<file path="config.mk">
export PLATFORM = sky130hd
export DESIGN_NAME = uart_rx_fifo
export DESIGN_NICKNAME = d
export VERILOG_FILES = /design/src/rtl/uart_pkg.sv /design/src/rtl/byte_fifo4.sv /design/src/rtl/uart_rx_fifo.sv
export SDC_FILE = /design/constraint.sdc
export NUM_CORES = 1
export LEC_CHECK = 0
export CORE_ASPECT_RATIO = 0.8
export CORE_UTILIZATION = 45
export DETAILED_ROUTE_END_ITERATION = 8
export PLACE_DENSITY = 0.68
export SYNTH_ARGS = -nofsm -noshare
export SYNTH_HDL_FRONTEND = slang
export SYNTH_SLANG_ARGS = --single-unit
</file>
<file path="constraint.sdc">
create_clock -name clk -period 4.01 [get_ports clk]
set_input_delay 1.0025 -clock clk [delete_from_list [all_inputs] [get_ports clk]]
set_output_delay 1.0025 -clock clk [all_outputs]
set_load 0.01 [all_outputs]
</file>
<file path="src/rtl/uart_pkg.sv">
// Shared types and constants for the oversampling UART receiver and its byte FIFO.
// The PARITY state is only reachable when UART_RX_PARITY_EN is defined.
package uart_pkg;

    typedef enum logic [2:0] {
        IDLE,
        START,
        DATA,
        PARITY,
        STOP,
        BREAK
    } rx_state_t;

    localparam int OSR_DEF    = 16;
    localparam int MID_SAMPLE = 7;
    localparam int FIFO_DEPTH = 4;
    localparam int DATA_W     = 8;
    localparam int PTR_W      = 2;
    localparam int CNT_W      = 3;

endpackage

</file>
<file path="src/rtl/byte_fifo4.sv">
// Four-entry byte FIFO with first-word fall-through head and a flattened
// snapshot of its live contents (oldest byte in the low lane).
module byte_fifo4
    import uart_pkg::*;
(
    input  logic                         clk,
    input  logic                         rst_n,
    input  logic                         wr_en_i,
    input  logic [DATA_W-1:0]            wr_data_i,
    input  logic                         rd_en_i,
    output logic [DATA_W-1:0]            rd_data_o,
    output logic                         empty_o,
    output logic                         full_o,
    output logic [CNT_W-1:0]             count_o,
    output logic [FIFO_DEPTH*DATA_W-1:0] buf_view_o
);

    logic [DATA_W-1:0] mem_q [FIFO_DEPTH];
    logic [PTR_W-1:0]  wr_ptr_q, wr_ptr_d;
    logic [PTR_W-1:0]  rd_ptr_q, rd_ptr_d;
    logic [CNT_W-1:0]  count_q, count_d;
    logic              do_wr;
    logic              do_rd;

    assign empty_o = (count_q == '0);
    assign full_o  = (count_q == CNT_W'(FIFO_DEPTH));
    assign count_o = count_q;

    // A pop frees the slot in the same cycle, so a full FIFO still accepts a write alongside it.
    assign do_rd = rd_en_i && !empty_o;
    assign do_wr = wr_en_i && (!full_o || do_rd);

    always_comb begin
        wr_ptr_d = wr_ptr_q + PTR_W'(do_wr);
        rd_ptr_d = rd_ptr_q + PTR_W'(do_rd);
        count_d  = count_q + CNT_W'(do_wr) - CNT_W'(do_rd);
    end

    always_ff @(posedge clk or negedge rst_n) begin
        if (!rst_n) begin
            wr_ptr_q <= '0;
            rd_ptr_q <= '0;
            count_q  <= '0;
        end else begin
            wr_ptr_q <= wr_ptr_d;
            rd_ptr_q <= rd_ptr_d;
            count_q  <= count_d;
        end
    end

    always_ff @(posedge clk) begin
        if (do_wr) begin
            mem_q[wr_ptr_q] <= wr_data_i;
        end
    end

    assign rd_data_o = empty_o ? '0 : mem_q[rd_ptr_q];

    generate
        for (genvar gi = 0; gi < FIFO_DEPTH; gi++) begin : g_view
            logic [PTR_W-1:0] slot;
            assign slot = rd_ptr_q + PTR_W'(gi);
            assign buf_view_o[gi*DATA_W +: DATA_W] =
                (CNT_W'(gi) < count_q) ? mem_q[slot] : '0;
        end
    endgenerate

endmodule

</file>
<file path="src/rtl/uart_rx_fifo.sv">
// 16x-oversampled UART receiver (8N1) feeding a 4-deep byte FIFO.
// Define UART_RX_PARITY_EN for 8E1 framing with a parity_err pulse output.
module uart_rx_fifo
    import uart_pkg::*;
#(
    parameter int CLK_HZ = 100_000_000,
    parameter int BAUD   = 115_200,
    parameter int OSR    = OSR_DEF
) (
    input  logic                         clk,
    input  logic                         rst_n,
    input  logic                         rx,
    input  logic                         rd_en,
    output logic [DATA_W-1:0]            rd_data,
    output logic                         empty,
    output logic                         full,
    output logic [CNT_W-1:0]             count,
    output logic                         byte_valid,
    output logic                         frame_err,
    output logic                         overrun,
`ifdef UART_RX_PARITY_EN
    output logic                         parity_err,
`endif
    output logic [FIFO_DEPTH*DATA_W-1:0] buf_view
);

    localparam int DIV    = CLK_HZ / (BAUD * OSR);
    localparam int TICK_W = (DIV > 1) ? $clog2(DIV) : 1;
    localparam int SAMP_W = $clog2(OSR);
    localparam int BIDX_W = $clog2(DATA_W);

    rx_state_t           state_q, state_d;
    logic                rx_meta_q, rxs_q, rxs_prev_q;
    logic [TICK_W-1:0]   tick_cnt_q, tick_cnt_d;
    logic [SAMP_W-1:0]   samp_q, samp_d;
    logic [BIDX_W-1:0]   bit_idx_q, bit_idx_d;
    logic [DATA_W-1:0]   shreg_q, shreg_d;
    logic                byte_valid_q, byte_valid_d;
    logic                frame_err_q, frame_err_d;
    logic                overrun_q, overrun_d;
`ifdef UART_RX_PARITY_EN
    logic                parity_err_q, parity_err_d;
    logic                parity_bad_q, parity_bad_d;
`endif
    logic                tick;
    logic                mid;
    logic                start_edge;
    logic                fifo_wr;
    logic                fifo_full;

    always_ff @(posedge clk or negedge rst_n) begin
        if (!rst_n) begin
            rx_meta_q  <= 1'b1;
            rxs_q      <= 1'b1;
            rxs_prev_q <= 1'b1;
        end else begin
            rx_meta_q  <= rx;
            rxs_q      <= rx_meta_q;
            rxs_prev_q <= rxs_q;
        end
    end

    assign tick       = (tick_cnt_q == TICK_W'(DIV - 1));
    assign mid        = tick && (samp_q == SAMP_W'(MID_SAMPLE));
    assign start_edge = (state_q == IDLE) && rxs_prev_q && !rxs_q;

    always_ff @(posedge clk or negedge rst_n) begin
        if (!rst_n) begin
            state_q <= IDLE;
        end else begin
            state_q <= state_d;
        end
    end

    always_comb begin
        state_d = state_q;
        unique case (state_q)
            IDLE:   if (start_edge) state_d = START;
            START:  if (mid) state_d = rxs_q ? IDLE : DATA;
            DATA: begin
                if (mid && (bit_idx_q == BIDX_W'(DATA_W - 1))) begin
`ifdef UART_RX_PARITY_EN
                    state_d = PARITY;
`else
                    state_d = STOP;
`endif
                end
            end
`ifdef UART_RX_PARITY_EN
            PARITY: if (mid) state_d = STOP;
`endif
            STOP:   if (mid) state_d = rxs_q ? IDLE : BREAK;
            BREAK:  if (rxs_q) state_d = IDLE;
            default: state_d = IDLE;
        endcase
    end

    always_comb begin
        tick_cnt_d   = tick ? '0 : tick_cnt_q + TICK_W'(1);
        samp_d       = samp_q;
        bit_idx_d    = bit_idx_q;
        shreg_d      = shreg_q;
        fifo_wr      = 1'b0;
        byte_valid_d = 1'b0;
        frame_err_d  = 1'b0;
        overrun_d    = 1'b0;
`ifdef UART_RX_PARITY_EN
        parity_err_d = 1'b0;
        parity_bad_d = parity_bad_q;
`endif
        if (tick) begin
            samp_d = (samp_q == SAMP_W'(OSR - 1)) ? '0 : samp_q + SAMP_W'(1);
        end
        // Restarting both counters on the edge centres later samples in each bit.
        if (start_edge) begin
            tick_cnt_d = '0;
            samp_d     = '0;
        end
        unique case (state_q)
            START: if (mid) bit_idx_d = '0;
            DATA: begin
                if (mid) begin
                    shreg_d   = {rxs_q, shreg_q[DATA_W-1:1]};
                    bit_idx_d = bit_idx_q + BIDX_W'(1);
                end
            end
`ifdef UART_RX_PARITY_EN
            PARITY: if (mid) parity_bad_d = rxs_q ^ (^shreg_q);
`endif
            STOP: begin
                if (mid) begin
                    if (!rxs_q) begin
                        frame_err_d = 1'b1;
`ifdef UART_RX_PARITY_EN
                    end else if (parity_bad_q) begin
                        parity_err_d = 1'b1;
`endif
                    end else if (fifo_full && !rd_en) begin
                        overrun_d = 1'b1;
                    end else begin
                        fifo_wr      = 1'b1;
                        byte_valid_d = 1'b1;
                    end
                end
            end
            default: ;
        endcase
    end

    always_ff @(posedge clk or negedge rst_n) begin
        if (!rst_n) begin
            tick_cnt_q   <= '0;
            samp_q       <= '0;
            bit_idx_q    <= '0;
            shreg_q      <= '0;
            byte_valid_q <= 1'b0;
            frame_err_q  <= 1'b0;
            overrun_q    <= 1'b0;
`ifdef UART_RX_PARITY_EN
            parity_err_q <= 1'b0;
            parity_bad_q <= 1'b0;
`endif
        end else begin
            tick_cnt_q   <= tick_cnt_d;
            samp_q       <= samp_d;
            bit_idx_q    <= bit_idx_d;
            shreg_q      <= shreg_d;
            byte_valid_q <= byte_valid_d;
            frame_err_q  <= frame_err_d;
            overrun_q    <= overrun_d;
`ifdef UART_RX_PARITY_EN
            parity_err_q <= parity_err_d;
            parity_bad_q <= parity_bad_d;
`endif
        end
    end

    assign byte_valid = byte_valid_q;
    assign frame_err  = frame_err_q;
    assign overrun    = overrun_q;
`ifdef UART_RX_PARITY_EN
    assign parity_err = parity_err_q;
`endif
    assign full       = fifo_full;

    byte_fifo4 u_fifo (
        .clk        (clk),
        .rst_n      (rst_n),
        .wr_en_i    (fifo_wr),
        .wr_data_i  (shreg_q),
        .rd_en_i    (rd_en),
        .rd_data_o  (rd_data),
        .empty_o    (empty),
        .full_o     (fifo_full),
        .count_o    (count),
        .buf_view_o (buf_view)
    );

endmodule

</file>
==> results.cfg <==
[sta]
hold_viol_final = 0
min_period_ps = 3640
slew_viol_final = 0
slew_headroom = 0.393
clock.fmax_mhz = 275
min_period_over_period = 0.907
worst_slew_pin_slew_ps = 910
setup_viol = 0
rsz0062_at_grt = false
setup_tns_ps = 0
fin_skew_ps = 12.7

[clock_tree]
cts_buffer_depth = 2
cts_tree = yes
cts.htree.levels = 3
cts_setup_buffers = 0
clock_sinks = 69
ctsHoldBuffers = 0
clockRootBuffer = clkbuf_8
cts_buffers = 9
cts_resized = 0
clk_latency_ps = 340
clk_pin_slew_worst_paths_ps = 80

[setup_path]
cp-end-kind = output port
start_kind = flop
critPathCapture = buf_view[4]
cpMaxStageDelayCell = dfrtp_2
regToRegSetupSlack_ps = 1730
r2r_end = u_fifo.mem_q[2][4]
crit_type = flop to output port
cp.required_ps = 3010
critical_path.cell_chain = buf_4 -> mux2_2 -> o21ai_1 -> nor2_1 -> clkdlybuf4s50_1
path_max_fanout = 43
worst_ep_arrival_time_ps = 2630
max_stage_delay_ps = 920
r2r_cells = 4
worstSetupStartpoint = u_fifo.rd_ptr_q[1]
r2r-start = samp_q[0]

[layout]
syn_to_final_growth_pct = 22.7
finalNetCount = 386
drive_above_1_share = 0.117
utilization = 0.584
fin_area_sq_um = 4440
diodes = 0

[logic_synthesis]
synth.top_cells.by_area = edfxtp_1 (27%), dfrtp_1 (24%), a211oi_1 (8.3%)
synth_area_sq_um = 3620
synth_top_area_frac = 0.266
syn_area_per_cell_sq_um = 11.3
synth_edf_count = 32
syn_inst = 321
ys_seq_area_frac = 0.523
syn_nets = 337
synth_area_leader_cell = edfxtp_1
synthFlopType = dfrtp_1
async_reset_ff_frac = 0.536
ys_warn_count = 0
yosysUniqueCellTypes = 56
ys_ff_latch = 69

[routing]
route.vias.total = 2601
routed_wl_microns = 7640
wl_per_cell_microns = 15.9
drt_first_iter_violations = 150
viasPerCell = 5.42
dr.pass1.iters = 4
route.detailed.drc = 0
ant_nets = 0

[global_routing]
first_global_vias = 2354
globalRouteOverflowTotal = 0
antenna_found_initial = 0
grt_use_total = 0.196
grt_pass1_wl_microns = 12100
grt_max_degree = 44

[power_and_ir_drop]
power_leakage_uw = 0.00177
switching_share = 0.382
switchingPower_uw = 1380
clkPwrFrac = 0.165
seq_power_share = 0.281
ir_drop_uv = 347
powerDensity_nw_per_um2 = 814
intPower_uw = 2230
comb_power_share = 0.554

[run_status]
status = complete, no violations

[place]
gp_congestion = 0.799
dp_hpwl_microns = 5440
io_buffers = 51
place_area_sq_um = 4220

[floorplanning]
die_width_microns = 102
core_sq_um = 7600
start_util = 0.476
die_area_sq_um = 8400
std_cell_rows = 28
io_pins = 52
die_y_microns = 82.2

[run]
max-cap-violations = 0

[hold_path]
hold_class = flop to flop
-- registers in the layout (all words and copies together), names as in the netlist --
signal,cells
frame_err,1
rx_meta_q,1
shreg_q,8
u_fifo.wr_ptr_q,2
rxs_prev_q,1
bit_idx_q,3
rxs_q,1
overrun,1
u_fifo.mem_q,32
tick_cnt_q,6
u_fifo.count_o,3
state_q,3
u_fifo.rd_ptr_q,2
samp_q,4
byte_valid,1
-- per-stage QoR --
stage                     hold slack [ps]  total power [uW]  worst slack [ps]  cells
after global placement                347              3010               775    464
after floorplan                       345              2090              1470    321
after detailed placement              347              3030               747    464
final                                 357              3610               374    480
after CTS                             359              3650               375    480
after global routing                  362              3880               217    480
-- critical path, delay by kind of cell, from the launching register on --
| family | cells | cell delay, ps |
|---|---|---|
| AND/OR/NAND/NOR | 1 | 70 |
| multiplexers | 1 | 360 |
| AO/OA/AOI/OAI | 1 | 170 |
| buffers and inverters | 2 | 760 |
| flip-flops | 1 | 920 |
-- cells in the mapped netlist (7+ instances only) --
library cell / number
a211oi_1: 40
dfrtp_1: 34
nor2_1: 39
o21ai_1: 7
clkbuf_1: 11
inv_1: 12
mux2_2: 14
nand2_1: 16
mux2i_1: 18
nor2b_1: 10
ha_1: 11
edfxtp_1: 32
-- area by class of cell --
cell class,count,area (sq um)
fillers,646,3160
flip-flops and latches,69,1890
multi-input cells,219,1590
clock buffers,9,124
clock inverters,7,90.1
well taps,105,131
repair buffers,58,558
inverters,13,48.8
-- power groups by stage --
stage | Sequential (uW) | Combinational (uW) | Clock [uW]
floorplan | 901 | 1190 | 0
global placement | 1020 | 1990 | 0
detailed placement | 1030 | 2010 | 0
CTS | 1010 | 2020 | 617
global route | 1040 | 2190 | 651
finish | 1020 | 2000 | 597
-- cells in the final DEF (no fill, tap or decap), drive strengths merged, types with 2 or more instances in the layout --
master,count
nor2,40
a22o,2
or2,2
dfrtp,34
bufinv,2
o21ai,9
a21oi,4
nor4,3
mux2,16
a211oi,40
nor2b,10
clkbuf,9
and3,2
xnor2,4
nor3b,2
nor3,2
xor2,5
mux2i,18
o22a,2
dfstp,3
nand4bb,2
nand2,16
nand3,2
o32ai,2
edfxtp,32
nand4,2
ha,11
clkinv,4
buf,8
inv,13
a2bb2oi,2
clkdlybuf4s50,50
-- how the worst min path moves through the flow --
stage,startpoint,end,slack [ps],depth (start not counted)
final,rx_meta_q,rxs_q,360,0
after detailed placement,rx_meta_q,rxs_q,350,0
after floorplan,rx_meta_q,rxs_q,350,0
after global placement,rx_meta_q,rxs_q,350,0
after CTS,rx_meta_q,rxs_q,360,0
after global routing,rx_meta_q,rxs_q,360,0
-- logic make-up after synthesis --
| logic type | synth area share |
|---|---|
| simple gates | 0.133 |
| fa+ha+maj | 0.0436 |
| mux | 0.0997 |
| flops | 0.523 |
| xor+xnor | 0.0218 |
| compound gates | 0.143 |
| buf+inv | 0.0363 |
-- layer usage --
layer  global-route usage  wire length, microns  up-vias
li1                     -                     -     1293
met1                0.275                  3750     1245
met2                0.297                  3420       55
met3               0.0572                   388        8
met4               0.0543                    85        0
met5                    0                     0        -
Note: power is estimated with default switching activity, not from simulation.
